--- src/rtl/uart_transmitter_pkg.sv ---
// Shared UART definitions: transmit FSM state encodings, line idle level,
// frame bit counts and the even-parity helper used by the parity build.
package uart_transmitter_pkg;

   typedef enum logic [2:0] {
      ST_IDLE   = 3'd0,
      ST_START  = 3'd1,
      ST_DATA   = 3'd2,
      ST_PARITY = 3'd3,
      ST_STOP   = 3'd4
   } tx_state_e;

   localparam logic UART_IDLE_LEVEL = 1'b1;
   localparam int   UART_DATA_BITS  = 8;
   localparam int   UART_FRAME_8N1  = 10;
   localparam int   UART_FRAME_8E1  = 11;

   // Even parity bit: makes the total count of ones in data+parity even.
   function automatic logic even_parity(input logic [7:0] b);
      return ^b;
   endfunction

endpackage

--- src/rtl/uart_tx_fifo.sv ---
// Synchronous byte FIFO with push/pop, full/empty flags and occupancy count.
// DEPTH must be a power of two (>= 2) so pointers wrap by natural overflow.
module uart_tx_fifo #(
   parameter int DEPTH = 4,
   parameter int WIDTH = 8
) (
   input  logic                     i_clk,
   input  logic                     i_rst,
   input  logic                     i_push,
   input  logic [WIDTH-1:0]         i_data,
   input  logic                     i_pop,
   output logic [WIDTH-1:0]         o_data,
   output logic                     o_full,
   output logic                     o_empty,
   output logic [$clog2(DEPTH):0]   o_count
);

   localparam int AW = $clog2(DEPTH);

   logic [WIDTH-1:0] r_mem [DEPTH];
   logic [AW-1:0]    r_wr_ptr;
   logic [AW-1:0]    r_rd_ptr;
   logic [AW:0]      r_count;
   logic             w_do_push;
   logic             w_do_pop;

   assign o_full    = (r_count == (AW+1)'(DEPTH));
   assign o_empty   = (r_count == '0);
   assign o_count   = r_count;
   assign o_data    = r_mem[r_rd_ptr];
   assign w_do_push = i_push && !o_full;
   assign w_do_pop  = i_pop && !o_empty;

   // Storage write; contents need no reset since count gates every read.
   always_ff @(posedge i_clk) begin
      if (w_do_push) begin
         r_mem[r_wr_ptr] <= i_data;
      end
   end

   // Pointer and occupancy bookkeeping; simultaneous push+pop leaves count unchanged.
   always_ff @(posedge i_clk) begin
      if (i_rst) begin
         r_wr_ptr <= '0;
         r_rd_ptr <= '0;
         r_count  <= '0;
      end else begin
         if (w_do_push) begin
            r_wr_ptr <= r_wr_ptr + AW'(1);
         end
         if (w_do_pop) begin
            r_rd_ptr <= r_rd_ptr + AW'(1);
         end
         case ({w_do_push, w_do_pop})
            2'b10:   r_count <= r_count + (AW+1)'(1);
            2'b01:   r_count <= r_count - (AW+1)'(1);
            default: r_count <= r_count;
         endcase
      end
   end

endmodule

--- src/rtl/uart_transmitter.sv ---
// UART transmit path: bytes enter a small FIFO over valid/ready and are
// serialised LSB first with start and stop bits (8N1). Queued frames are sent
// back to back with no idle gap.
// Optional feature: define UART_TX_PARITY_EN to insert an even-parity bit
// between the last data bit and the stop bit (8E1, 11 bit times per frame).
module uart_transmitter
   import uart_transmitter_pkg::*;
#(
   parameter int CLK_FREQ   = 100_000_000,
   parameter int BAUD       = 9600,
   parameter int FIFO_DEPTH = 4
) (
   input  logic                          CLK,
   input  logic                          RST,
   input  logic [7:0]                    tx_data,
   input  logic                          tx_valid,
   output logic                          tx_ready,
   output logic                          UART_RXD_OUT,
   output logic                          busy,
   output logic [$clog2(FIFO_DEPTH):0]   fifo_count
);

   localparam int CLKS_PER_BIT = CLK_FREQ / BAUD;
   localparam int CW           = (CLKS_PER_BIT > 1) ? $clog2(CLKS_PER_BIT) : 1;

   tx_state_e       r_state;
   logic [CW-1:0]   r_baud_cnt;
   logic [2:0]      r_bit_idx;
   logic [7:0]      r_shift;
   logic            r_line;
`ifdef UART_TX_PARITY_EN
   logic            r_parity;
`endif

   logic [7:0]      w_fifo_data;
   logic            w_full;
   logic            w_empty;
   logic            w_push;
   logic            w_pop;
   logic            w_bit_end;

   assign w_bit_end    = (r_baud_cnt == CW'(CLKS_PER_BIT - 1));
   assign w_push       = tx_valid && !w_full;
   // Pop either to leave IDLE or to chain straight into the next frame at the end of STOP.
   assign w_pop        = !w_empty &&
                         ((r_state == ST_IDLE) || ((r_state == ST_STOP) && w_bit_end));
   assign tx_ready     = !w_full;
   assign busy         = (r_state != ST_IDLE) || !w_empty;
   assign UART_RXD_OUT = r_line;

   uart_tx_fifo #(
      .DEPTH (FIFO_DEPTH),
      .WIDTH (8)
   ) u_fifo (
      .i_clk   (CLK),
      .i_rst   (RST),
      .i_push  (w_push),
      .i_data  (tx_data),
      .i_pop   (w_pop),
      .o_data  (w_fifo_data),
      .o_full  (w_full),
      .o_empty (w_empty),
      .o_count (fifo_count)
   );

   // Shift register: load the popped byte, shift right after each non-final data bit.
   always_ff @(posedge CLK) begin
      if (w_pop) begin
         r_shift <= w_fifo_data;
`ifdef UART_TX_PARITY_EN
         r_parity <= even_parity(w_fifo_data);
`endif
      end else if ((r_state == ST_DATA) && w_bit_end && (r_bit_idx != 3'd7)) begin
         r_shift <= r_shift >> 1;
      end
   end

   // Frame FSM with baud counter, bit index and registered serial line.
   always_ff @(posedge CLK) begin
      if (RST) begin
         r_state    <= ST_IDLE;
         r_baud_cnt <= '0;
         r_bit_idx  <= '0;
         r_line     <= UART_IDLE_LEVEL;
      end else begin
         if (r_state == ST_IDLE) begin
            r_baud_cnt <= '0;
         end else if (w_bit_end) begin
            r_baud_cnt <= '0;
         end else begin
            r_baud_cnt <= r_baud_cnt + CW'(1);
         end

         case (r_state)
            ST_IDLE: begin
               r_line <= UART_IDLE_LEVEL;
               if (w_pop) begin
                  r_state <= ST_START;
                  r_line  <= 1'b0;
               end
            end
            ST_START: begin
               if (w_bit_end) begin
                  r_state   <= ST_DATA;
                  r_bit_idx <= '0;
                  r_line    <= r_shift[0];
               end
            end
            ST_DATA: begin
               if (w_bit_end) begin
                  r_bit_idx <= r_bit_idx + 3'd1;
                  if (r_bit_idx == 3'd7) begin
`ifdef UART_TX_PARITY_EN
                     r_state <= ST_PARITY;
                     r_line  <= r_parity;
`else
                     r_state <= ST_STOP;
                     r_line  <= 1'b1;
`endif
                  end else begin
                     r_line <= r_shift[1];
                  end
               end
            end
            ST_PARITY: begin
               if (w_bit_end) begin
                  r_state <= ST_STOP;
                  r_line  <= 1'b1;
               end
            end
            ST_STOP: begin
               if (w_bit_end) begin
                  if (!w_empty) begin
                     r_state <= ST_START;
                     r_line  <= 1'b0;
                  end else begin
                     r_state <= ST_IDLE;
                     r_line  <= UART_IDLE_LEVEL;
                  end
               end
            end
            default: begin
               r_state <= ST_IDLE;
               r_line  <= UART_IDLE_LEVEL;
            end
         endcase
      end
   end

endmodule

--- config.mk ---
export PLATFORM = sky130hd
export DESIGN_NAME = uart_transmitter
export DESIGN_NICKNAME = d
export VERILOG_FILES = /design/src/rtl/uart_transmitter_pkg.sv /design/src/rtl/uart_tx_fifo.sv /design/src/rtl/uart_transmitter.sv
export SDC_FILE = /design/constraint.sdc
export NUM_CORES = 1
export LEC_CHECK = 0
export BUFFER_PORTS_ARGS = -buffer_cell sky130_fd_sc_hd__buf_4
export CORE_MARGIN = 3
export CORE_UTILIZATION = 55
export CTS_BUF_LIST = sky130_fd_sc_hd__clkbuf_4
export DETAILED_ROUTE_END_ITERATION = 10
export PLACE_DENSITY_LB_ADDON = 0.15
export SLEW_MARGIN = 10
export SYNTH_ARGS = -nofsm -noshare
export SYNTH_HDL_FRONTEND = slang
export SYNTH_SLANG_ARGS = --single-unit
--- constraint.sdc ---
create_clock -name CLK -period 6.4 [get_ports CLK]
set_input_delay 0.64 -clock CLK [delete_from_list [all_inputs] [get_ports CLK]]
set_output_delay 0.64 -clock CLK [all_outputs]
set_load 0.005 [all_outputs]
==> impl_metrics.yaml, run 1 <==
min_path:
  min-delay-start: "tx_data[7]"
  hold_path_depth: 1
  hold_path_end: "u_fifo.r_mem[0][7]"
  holdCritPathClass: "primary input to flip-flop"
synth:
  avgSynthCellArea_um2: 13.1
  synth.top_cells.by_count: "edfxtp_1 (40), dfxtp_1 (30), nor2_1 (19)"
  cells_after_synth: 233
  yosys_warnings: 0
  synth_enable_flop_cells: 40
  fraction_of_the_yosys_area_taken_by_sequential_cells_pct: 58.9
  synth-async-reset-ratio_pct: 0
  post_synth_instance_area_mm2: 0.00306
  area_share_of_the_largest_cell_type_after_synthesis_pct: 39.3
  yosysUniqueCellTypes: 46
  synth_area_leaders: "edfxtp_1 (39%), dfxtp_1 (20%), mux4_2 (5.9%)"
  synth_most_common_cell: "edfxtp_1"
  yosysTopAreaCell: "edfxtp_1"
  synthesis.nets: 253
  ys_dominant_reg_cell: "edfxtp_1"
  ys_ff_latch: 70
layout:
  design.final.nets: 270
  final_cell_area_mm2: 0.00337
  area_growth_syn_to_layout_pct: 10.1
  final.fill_count: 391
  register_area_mm2: 0.00180
  finalNonFillerCells: 325
  layout-drive-gt1-share_pct: 20.4
  multi_input_comb_area_mm2: 0.00116
  antenna-diode-count: 0
  final_core_density_pct: 64.3
worst_setup_path:
  setup_crit_path_kind: "flip-flop to flip-flop"
  worstPathBufferInverterCount: 2
  crit_arrival_ns: 3.64
  endpoint_kind: "flip-flop"
  worst_path_largest_cell_delay_ns: 0.57
  reg2reg_slack_ns: 3.10
  critical_path_cell_list: "or4b_4 -> or4_4 -> a21o_1 -> inv_2 -> ha_1 -> inv_1 -> fa_1 -> xor2_1 -> or3_1 -> a21oi_1"
  max_fo_critical_path: 11
  crit_path_top_delay_cell: "or4b_4"
  timing.critical_path.from: "r_baud_cnt[4]"
  r2r_cells: 10
  critPathRequiredTime_ns: 6.74
  critPathLaunchType: "flip-flop"
  cp_delay_by_family_top: "simple AND/OR/NAND/NOR gates"
  reg2reg_to: "u_fifo.o_count[2]"
  r2r_start: "r_baud_cnt[4]"
grt:
  grt_remaining_overflow: 0
  grt_antenna_before_repair: 0
  grt_max_degree: 21
  grt_first_pass_wirelength_um: 8250
  first_global_vias: 1785
  globalRouteTotalUtil_pct: 17.4
pwr:
  power_density_mw_per_mm2: 420
  post-layout-total-power_mw: 1.41
  power.static_leakage_nw: 1.21
  vdd_ir_drop_max_v: 0.000225
timing:
  slew_headroom_pct: 48.6
  layout_min_cycle_time_ns: 3.30
  max_slew.worst_pin.slew_ns: 0.767
  max_clock_freq_mhz: 303
  tns_ns: 0
  timing.final.hold_violations: 0
  slew_viols_final: 0
  final.period_utilization_pct: 51.5
  worst_clock_skew_ns: 0.0111
  finalSetupViolations: 0
  hold_slack_ns: 0.431
  postLayoutSetupSlackWorst_ns: 3.10
  rsz0062_at_grt: "false"
routing:
  route.detailed.drc: 0
  routed-via-count: 1790
  first_pass_iters: 4
  routed_wl_um: 4950
  wl_per_cell_um: 15.2
  via_density_per_instance: 5.51
  postRouteAntennaNets: 0
  drt_iter0_drc: 96
clock_tree:
  clock_sinks: 70
  cts_tree: "built"
  post_cts_hold_buffer_count: 0
  cts_resized: 0
  htree_levels: 3
  cts_inserted_buffers: 9
  clock_path_buffers: 2
  postCtsSetupRepairBufs: 0
  clk-insertion-delay-late_ns: 0.40
  root_buffer: "clkbuf_4"
  clk_transition_reported_paths_ns: 0.11
die:
  floorplan.rows: 26
  width_of_the_die_um: 80.6
  die-height_um: 80.6
  die_area_mm2: 0.00649
  initial_utilization_pct: 58.4
  core-area_mm2: 0.00524
  top_level_ports: 17
job:
  maxCapViolCount: 0
placement:
  preCtsSetupSlack_ns: 3.13
  gpl.final_weighted_congestion: 0.802
  place.port_buffers: 16
  placed_cell_area_mm2: 0.00321
  placed_cells_incl_taps: 309
  dp.final_hpwl_um: 3440
outcome:
  run_status: "finished clean"
## placed cells by master, fill, tap and decap left out, types with 4 or more instances in the layout
cell | netlist | layout
a21oi_1 | 8 | 8
and3_1 | 6 | 6
buf_4 | 0 | 16
clkbuf_4 | 0 | 9
dfxtp_1 | 30 | 30
edfxtp_1 | 40 | 40
ha_1 | 8 | 8
inv_1 | 10 | 10
mux2_4 | 8 | 8
mux4_2 | 8 | 8
nand2_1 | 9 | 9
nand2b_1 | 5 | 5
nand3_1 | 9 | 9
nor2_1 | 19 | 19
nor3_1 | 5 | 5
o21ai_0 | 6 | 5
or3_1 | 5 | 5
xnor2_1 | 4 | 4
xor2_1 | 11 | 11
## cell type report
type | count | share of cell area (%)
inverters | 11 | 1.23
flip-flops and latches | 70 | 53.5
multi-input cells | 142 | 34.5
well taps | 70 | 2.60
repair buffers | 16 | 3.57
clock buffers | 9 | 2.01
clock inverters | 7 | 2.64
## how the worst max path moves through the flow
stage                        end  slack (ns)  depth (start not counted)
3_3_place_gp   u_fifo.o_count[2]        3.20                         10
5_1_grt        u_fifo.o_count[2]        2.92                         11
4_1_cts        u_fifo.o_count[2]        3.10                         10
6_report       u_fifo.o_count[2]        3.10                         10
2_1_floorplan  u_fifo.o_count[2]        3.36                         11
3_5_place_dp   u_fifo.o_count[2]        3.13                         10
## where the power goes
group | switching [mW] | total (mW) | leakage, nW | internal, mW
logic | 0.211 | 0.451 | 0.518 | 0.240
clock network | 0.154 | 0.310 | 0.0810 | 0.156
registers | 0.0697 | 0.653 | 0.613 | 0.584
## state kept, by name (all words and copies together), names as in the netlist, named ones only
name,cells
u_fifo.r_mem,32
u_fifo.o_count,3
r_shift,8
r_baud_cnt,14
u_fifo.r_rd_ptr,2
u_fifo.r_wr_ptr,2
UART_RXD_OUT,1
r_bit_idx,3
r_state,3
## worst reg2reg max path, stage by stage, from the launching register on
cell     delay (ns)
dfxtp_1        0.37
or4b_4         0.57
or4_4          0.53
a21o_1         0.23
inv_2          0.25
ha_1           0.25
inv_1          0.06
fa_1           0.37
xor2_1         0.16
or3_1          0.30
a21oi_1        0.14
## kinds of logic (layout without fill, tap and decap cells)
kind of cell             Yosys count  in the layout  share of synthesized area [%]
AO/OA/AOI/OAI                     23             23                           4.79
AND/OR/NAND/NOR                   77             77                           14.4
buffers and inverters             21             43                           3.15
flip-flops                        70             70                           58.9
adder cells (fa/ha/maj)            9              9                           3.93
multiplexers                      18             18                           10.6
XOR/XNOR                          15             15                           4.29
## routing by layer
layer  global-route usage (%)  routed length (µm)  up-vias
met2                     25.9                2290       22
met5                        0                   0        -
met4                     7.60                 104        0
met1                     23.5                2390      865
met3                     5.38                 160       10
li1                         -                   -      893
Power figures use the tool's default switching activity.
==> run 2, diff against run 1 <==
--- a/config.mk
+++ b/config.mk
@@ -5,6 +5,7 @@
 export SDC_FILE = /design/constraint.sdc
 export NUM_CORES = 1
 export LEC_CHECK = 0
+export ABC_AREA = 1
 export BUFFER_PORTS_ARGS = -buffer_cell sky130_fd_sc_hd__buf_4
 export CORE_MARGIN = 3
 export CORE_UTILIZATION = 55
==> constraint.sdc (replaced) <==
create_clock -name CLK -period 2.83 [get_ports CLK]
set_input_delay 0.283 -clock CLK [delete_from_list [all_inputs] [get_ports CLK]]
set_output_delay 0.283 -clock CLK [all_outputs]
set_load 0.005 [all_outputs]
==> run 2 against run 1 <==
Clock power up 130%. Largest power group unchanged. Final area up 2.6%. Highest routed layer unchanged. Global-route usage up 1.8 points. Sequential cell count unchanged.
==> impl_metrics.yaml, run 2 <==
worst_setup_path:
  max_fo_critical_path: 8
  crit_arrival_ns: 2.75
  critPathRequiredTime_ns: 3.14
  setup_crit_path_kind: "flip-flop to flip-flop"
  critPathLaunchType: "flip-flop"
  r2r_cells: 14
  reg2reg_slack_ns: 0.39
  endpoint_kind: "flip-flop"
timing:
  layout_min_cycle_time_ns: 2.44
  rsz0062_at_grt: "false"
  max_slew.worst_pin.slew_ns: 1.10
  hold_slack_ns: 0.0699
  worst_clock_skew_ns: 0.0139
  slew_viols_final: 0
  final.period_utilization_pct: 86.2
  slew_headroom_pct: 26.2
  timing.final.hold_violations: 0
  max_clock_freq_mhz: 410
  finalSetupViolations: 0
  tns_ns: 0
  postLayoutSetupSlackWorst_ns: 0.390
grt:
  global_route.usage.met3_pct: 5.54
  globalRouteTotalUtil_pct: 19.2
  global_route.usage.met2_pct: 30.3
  grt_max_degree: 18
  first_global_vias: 2064
  global_route.peak_usage_layer: "met2"
  grt_antenna_before_repair: 0
  grt_remaining_overflow: 0
  grt.met1_usage_pct: 25.1
  grt_first_pass_wirelength_um: 9430
synth:
  post_synth_instance_area_mm2: 0.00309
  synth.top_cells.by_count: "nand2_1 (56), nor2_1 (45), edfxtp_1 (40)"
  synth_area_leaders: "edfxtp_1 (39%), dfxtp_1 (19%), nand2_1 (6.8%)"
  fraction_of_the_yosys_area_taken_by_sequential_cells_pct: 58.2
  yosysTopAreaCell: "edfxtp_1"
  ys_ff_latch: 70
  yosys_warnings: 0
  synth_most_common_cell: "nand2_1"
  avgSynthCellArea_um2: 9.67
  yosysUniqueCellTypes: 30
  synth_enable_flop_cells: 40
  cells_after_synth: 320
  synth-async-reset-ratio_pct: 0
  area_share_of_the_largest_cell_type_after_synthesis_pct: 38.8
  ys_dominant_reg_cell: "edfxtp_1"
  synthesis.nets: 340
job:
  maxCapViolCount: 0
routing:
  routed_wl_um: 5570
  postRouteAntennaNets: 0
  wl_per_cell_um: 13.3
  route.detailed.drc: 0
  routed-via-count: 2207
  drt_iter0_drc: 137
  first_pass_iters: 4
  via_density_per_instance: 5.25
clock_tree:
  root_buffer: "clkbuf_4"
  clk-insertion-delay-late_ns: 0.41
  cts_tree: "built"
  clk_transition_reported_paths_ns: 0.12
  postCtsSetupRepairBufs: 0
  cts_resized: 0
  clock_path_buffers: 2
  htree_levels: 3
  clock_sinks: 70
  post_cts_hold_buffer_count: 0
  cts_inserted_buffers: 9
layout:
  commonest_non_fill_non_tap_cell_in_the_layout: "nand2_1"
  layout-drive-gt1-share_pct: 14.0
  flip_flop_count_of_the_largest_register_after_layout: 32
  multi_input_comb_area_mm2: 0.00113
  final.fill_count: 447
  largest-register: "u_fifo.r_mem"
  antenna-diode-count: 0
  area_growth_syn_to_layout_pct: 11.7
  reg.largest.list: "u_fifo.r_mem x32, r_baud_cnt x14, r_shift x8"
  design.final.nets: 365
  register_area_mm2: 0.00180
  most_frequent_cells_in_the_layout: "nand2_1 (56), nor2_1 (45), edfxtp_1 (40)"
  finalNonFillerCells: 420
outcome:
  run_status: "finished clean"
die:
  floorplan.rows: 26
  die-height_um: 81.0
  top_level_ports: 17
  core-area_mm2: 0.00527
  die_area_mm2: 0.00656
  width_of_the_die_um: 81.0
  initial_utilization_pct: 58.7
placement:
  preCtsSetupSlack_ns: 0.400
  place.port_buffers: 16
  placed_cells_incl_taps: 404
  dp.final_hpwl_um: 3900
  gpl.final_weighted_congestion: 0.900
pwr:
  power_density_mw_per_mm2: 923
  post-layout-total-power_mw: 3.19
  power.static_leakage_nw: 1.30
  vdd_ir_drop_max_v: 0.000626
min_path:
  holdCritPathClass: "primary input to flip-flop"
  hold_path_depth: 1
## run 2: cell count changes after synthesis, sizes merged, moves of 5 or more
cell,change
mux2,-10
clkbuf,-6
nand2b,-5
and3,-6
or3,-5
a21oi,+13
nor2,+31
xor2,-8
mux4,-8
o21ai,+20
o22ai,+7
inv,+25
nand2,+50
## run 2: area by class of cell
type	count	area share (%)
well taps	70	2.53
flip-flops and latches	70	52.1
multi-input cells	210	32.7
clock inverters	7	2.82
repair buffers	18	3.91
clock buffers	9	1.96
inverters	36	3.91
## run 2: routing by layer
metal  vias to the layer above  wire (µm)
met1                      1020       2630
li1                       1133          -
met4                         0         99
met2                        44       2610
met3                        10        230
met5                         -          0
## run 2: worst paths after layout
kind	start	end
max	r_baud_cnt[0]	u_fifo.o_count[2]
min	tx_data[2]	u_fifo.r_mem[0][2]
min reg2reg	r_baud_cnt[0]	r_baud_cnt[0]
max reg2reg	r_baud_cnt[0]	u_fifo.o_count[2]
## run 2: power by group
group	leakage, nW	switching, mW	internal (mW)	total, mW
registers	0.614	0.0993	1.33	1.43
logic	0.608	0.669	0.371	1.04
clock network	0.0825	0.361	0.360	0.721
total	1.30	1.13	2.06	3.19
## run 2: per-stage QoR
| stage | util, % | cell area [µm²] |
|---|---|---|
| 3_3_place_gp | 62.4 | 3290 |
| 3_5_place_dp | 62.4 | 3290 |
| 4_1_cts | 65.6 | 3460 |
| 5_1_grt | 65.6 | 3460 |
| 2_1_floorplan | - | 3090 |
| 6_report | 65.6 | 3460 |
## run 2: kinds of logic (layout without fill, tap and decap cells)
logic type	after synthesis	in the layout	synth area share [%]
buffers and inverters	40	70	5.22
flip-flops	70	70	58.2
AND/OR/NAND/NOR	138	138	21.0
XOR/XNOR	5	5	1.42
AO/OA/AOI/OAI	58	58	10.2
adder cells (fa/ha/maj)	9	9	3.88
## run 2: critical path: stages, from the launching register on
cell and delay (ns):
dfxtp_1 0.37, ha_1 0.23, nand3_4 0.12, nor2_4 0.16, nand2_4 0.10, nand2_4 0.09, nand3b_4 0.08, inv_2 0.12
ha_1 0.16, inv_1 0.07, fa_1 0.38, a21oi_1 0.14, o21ai_0 0.11, o21ai_0 0.15, a21oi_1 0.05
==> run 3, diff against run 2 <==
==> constraint.sdc (replaced) <==
create_clock -name CLK -period 2.83 [get_ports CLK]
set_input_delay 0 -clock CLK [delete_from_list [all_inputs] [get_ports CLK]]
set_output_delay 0 -clock CLK [all_outputs]
set_load 0.005 [all_outputs]
==> run 3 against run 2 <==
Sequential power hardly changed. Utilization is 1.7 points higher. Clock power hardly changed. Sequential cell count stayed put. Critical path type unchanged. Critical endpoint unchanged.
==> impl_metrics.yaml, run 3 (synthesis gave the netlist of run 2 again) <==
clock_tree:
  htree_levels: 3
  clock_sinks: 70
  clock_path_buffers: 2
  cts_tree: "built"
  clk-insertion-delay-late_ns: 0.41
  clk_transition_reported_paths_ns: 0.12
  root_buffer: "clkbuf_4"
  cts_inserted_buffers: 9
layout:
  antenna-diode-count: 0
  finalNonFillerCells: 429
  commonest_non_fill_non_tap_cell_in_the_layout: "nand2_1"
  final_cell_area_mm2: 0.00355
  flip_flop_count_of_the_largest_register_after_layout: 32
  final.fill_count: 439
  reg.largest.list: "u_fifo.r_mem x32, r_baud_cnt x14, r_shift x8"
  final_core_density_pct: 67.3
  layout-drive-gt1-share_pct: 13.6
  multi_input_comb_area_mm2: 0.00113
  most_frequent_cells_in_the_layout: "nand2_1 (56), nor2_1 (45), edfxtp_1 (40)"
  design.final.nets: 374
  register_area_mm2: 0.00180
  largest-register: "u_fifo.r_mem"
  area_growth_syn_to_layout_pct: 14.6
die:
  floorplan.rows: 26
  die-height_um: 81.0
  width_of_the_die_um: 81.0
  core-area_mm2: 0.00527
  top_level_ports: 17
  initial_utilization_pct: 58.7
  die_area_mm2: 0.00656
timing:
  final.period_utilization_pct: 86.2
  rsz0062_at_grt: "false"
  slew_headroom_pct: 25.9
  max_slew.worst_pin.slew_ns: 1.10
  max_clock_freq_mhz: 410
  finalSetupViolations: 0
  tns_ns: 0
  slew_viols_final: 0
  layout_min_cycle_time_ns: 2.44
  hold_slack_ns: 0.0569
  worst_clock_skew_ns: 0.0140
  timing.final.hold_violations: 0
pwr:
  p_sw_mw: 1.13
  power.clock.fraction_pct: 22.6
  internal_power_consumption_mw: 2.07
  p_sw_share_pct: 35.4
  power.static_leakage_nw: 1.34
  power_frac_comb_pct: 32.9
  pwr-share-seq_pct: 44.6
  power_density_mw_per_mm2: 903
  vdd_ir_drop_max_v: 0.000626
worst_setup_path:
  crit_arrival_ns: 2.75
  max_fo_critical_path: 8
  setup_crit_path_kind: "flip-flop to flip-flop"
  endpoint_kind: "flip-flop"
  r2r_cells: 14
  critPathRequiredTime_ns: 3.14
  critPathLaunchType: "flip-flop"
placement:
  placed_cell_area_mm2: 0.00329
  placed_cells_incl_taps: 404
  gpl.final_weighted_congestion: 0.900
  place.port_buffers: 16
  dp.final_hpwl_um: 3900
grt:
  grt_antenna_before_repair: 0
  first_global_vias: 2102
  globalRouteTotalUtil_pct: 19.5
  grt_max_degree: 18
  grt_first_pass_wirelength_um: 9580
  grt_remaining_overflow: 0
routing:
  route.detailed.drc: 0
  routed_wl_um: 5700
  routed-via-count: 2253
  via_density_per_instance: 5.25
  postRouteAntennaNets: 0
  wl_per_cell_um: 13.3
  first_pass_iters: 4
  drt_iter0_drc: 134
job:
  maxCapViolCount: 0
min_path:
  holdCritPathClass: "primary input to flip-flop"
  hold_path_depth: 3
outcome:
  run_status: "finished clean"
## run 3: critical path, cell delays in order (launching register included)
cell and delay [ns]:
dfxtp_1 0.37, ha_1 0.23, nand3_4 0.12, nor2_4 0.16, nand2_4 0.10, nand2_4 0.09
nand3b_4 0.08, inv_2 0.12, ha_1 0.16, inv_1 0.07, fa_1 0.38, a21oi_1 0.14
o21ai_0 0.11, o21ai_0 0.15, a21oi_1 0.05
## run 3: worst paths after layout
check	from	endpoint	slack [ns]
max	r_baud_cnt[0]	u_fifo.o_count[2]	0.39
min	tx_valid	u_fifo.r_wr_ptr[1]	0.06
max reg2reg	r_baud_cnt[0]	u_fifo.o_count[2]	0.39
min reg2reg	r_baud_cnt[0]	r_baud_cnt[0]	0.46
## run 3: what timing repair did
| item | 4_1_cts | 5_1_grt |
|---|---|---|
| hold endpoints to repair | 41 | 0 |
| resized for setup | 0 | 0 |
| hold buffers | 9 | 0 |
| buffers inserted | 0 | 0 |
## run 3: per-stage QoR
step                      worst slack, ns  total power, mW
after floorplan                     0.572             2.20
after global placement              0.474             2.47
after detailed placement            0.400             2.49
after CTS                           0.357             3.23
after global routing                0.140             3.44
final                               0.390             3.20
## run 3: cell type report
cell class | instances | area share, %
sequential | 70 | 50.8
multi-input combinational | 210 | 31.9
timing repair buffer | 27 | 6.35
inverter | 36 | 3.81
clock inverter | 7 | 2.75
tap | 70 | 2.47
clock buffer | 9 | 1.91
## run 3: power by group through the flow
| stage | Clock [mW] | Combinational, mW | Sequential (mW) |
|---|---|---|---|
| 2_1_floorplan | 0 | 0.766 | 1.43 |
| 3_3_place_gp | 0 | 1.02 | 1.45 |
| 3_5_place_dp | 0 | 1.04 | 1.45 |
| 4_1_cts | 0.739 | 1.06 | 1.43 |
| 5_1_grt | 0.782 | 1.21 | 1.45 |
| 6_report | 0.722 | 1.05 | 1.43 |
## run 3: layer usage
layer	global-route usage (%)	share of wire, %	vias up
met3	5.54	5.1	8
met4	7.26	1.5	0
met1	25.6	46	1036
met2	30.7	47	56
met5	0	0	-
li1	-	-	1153
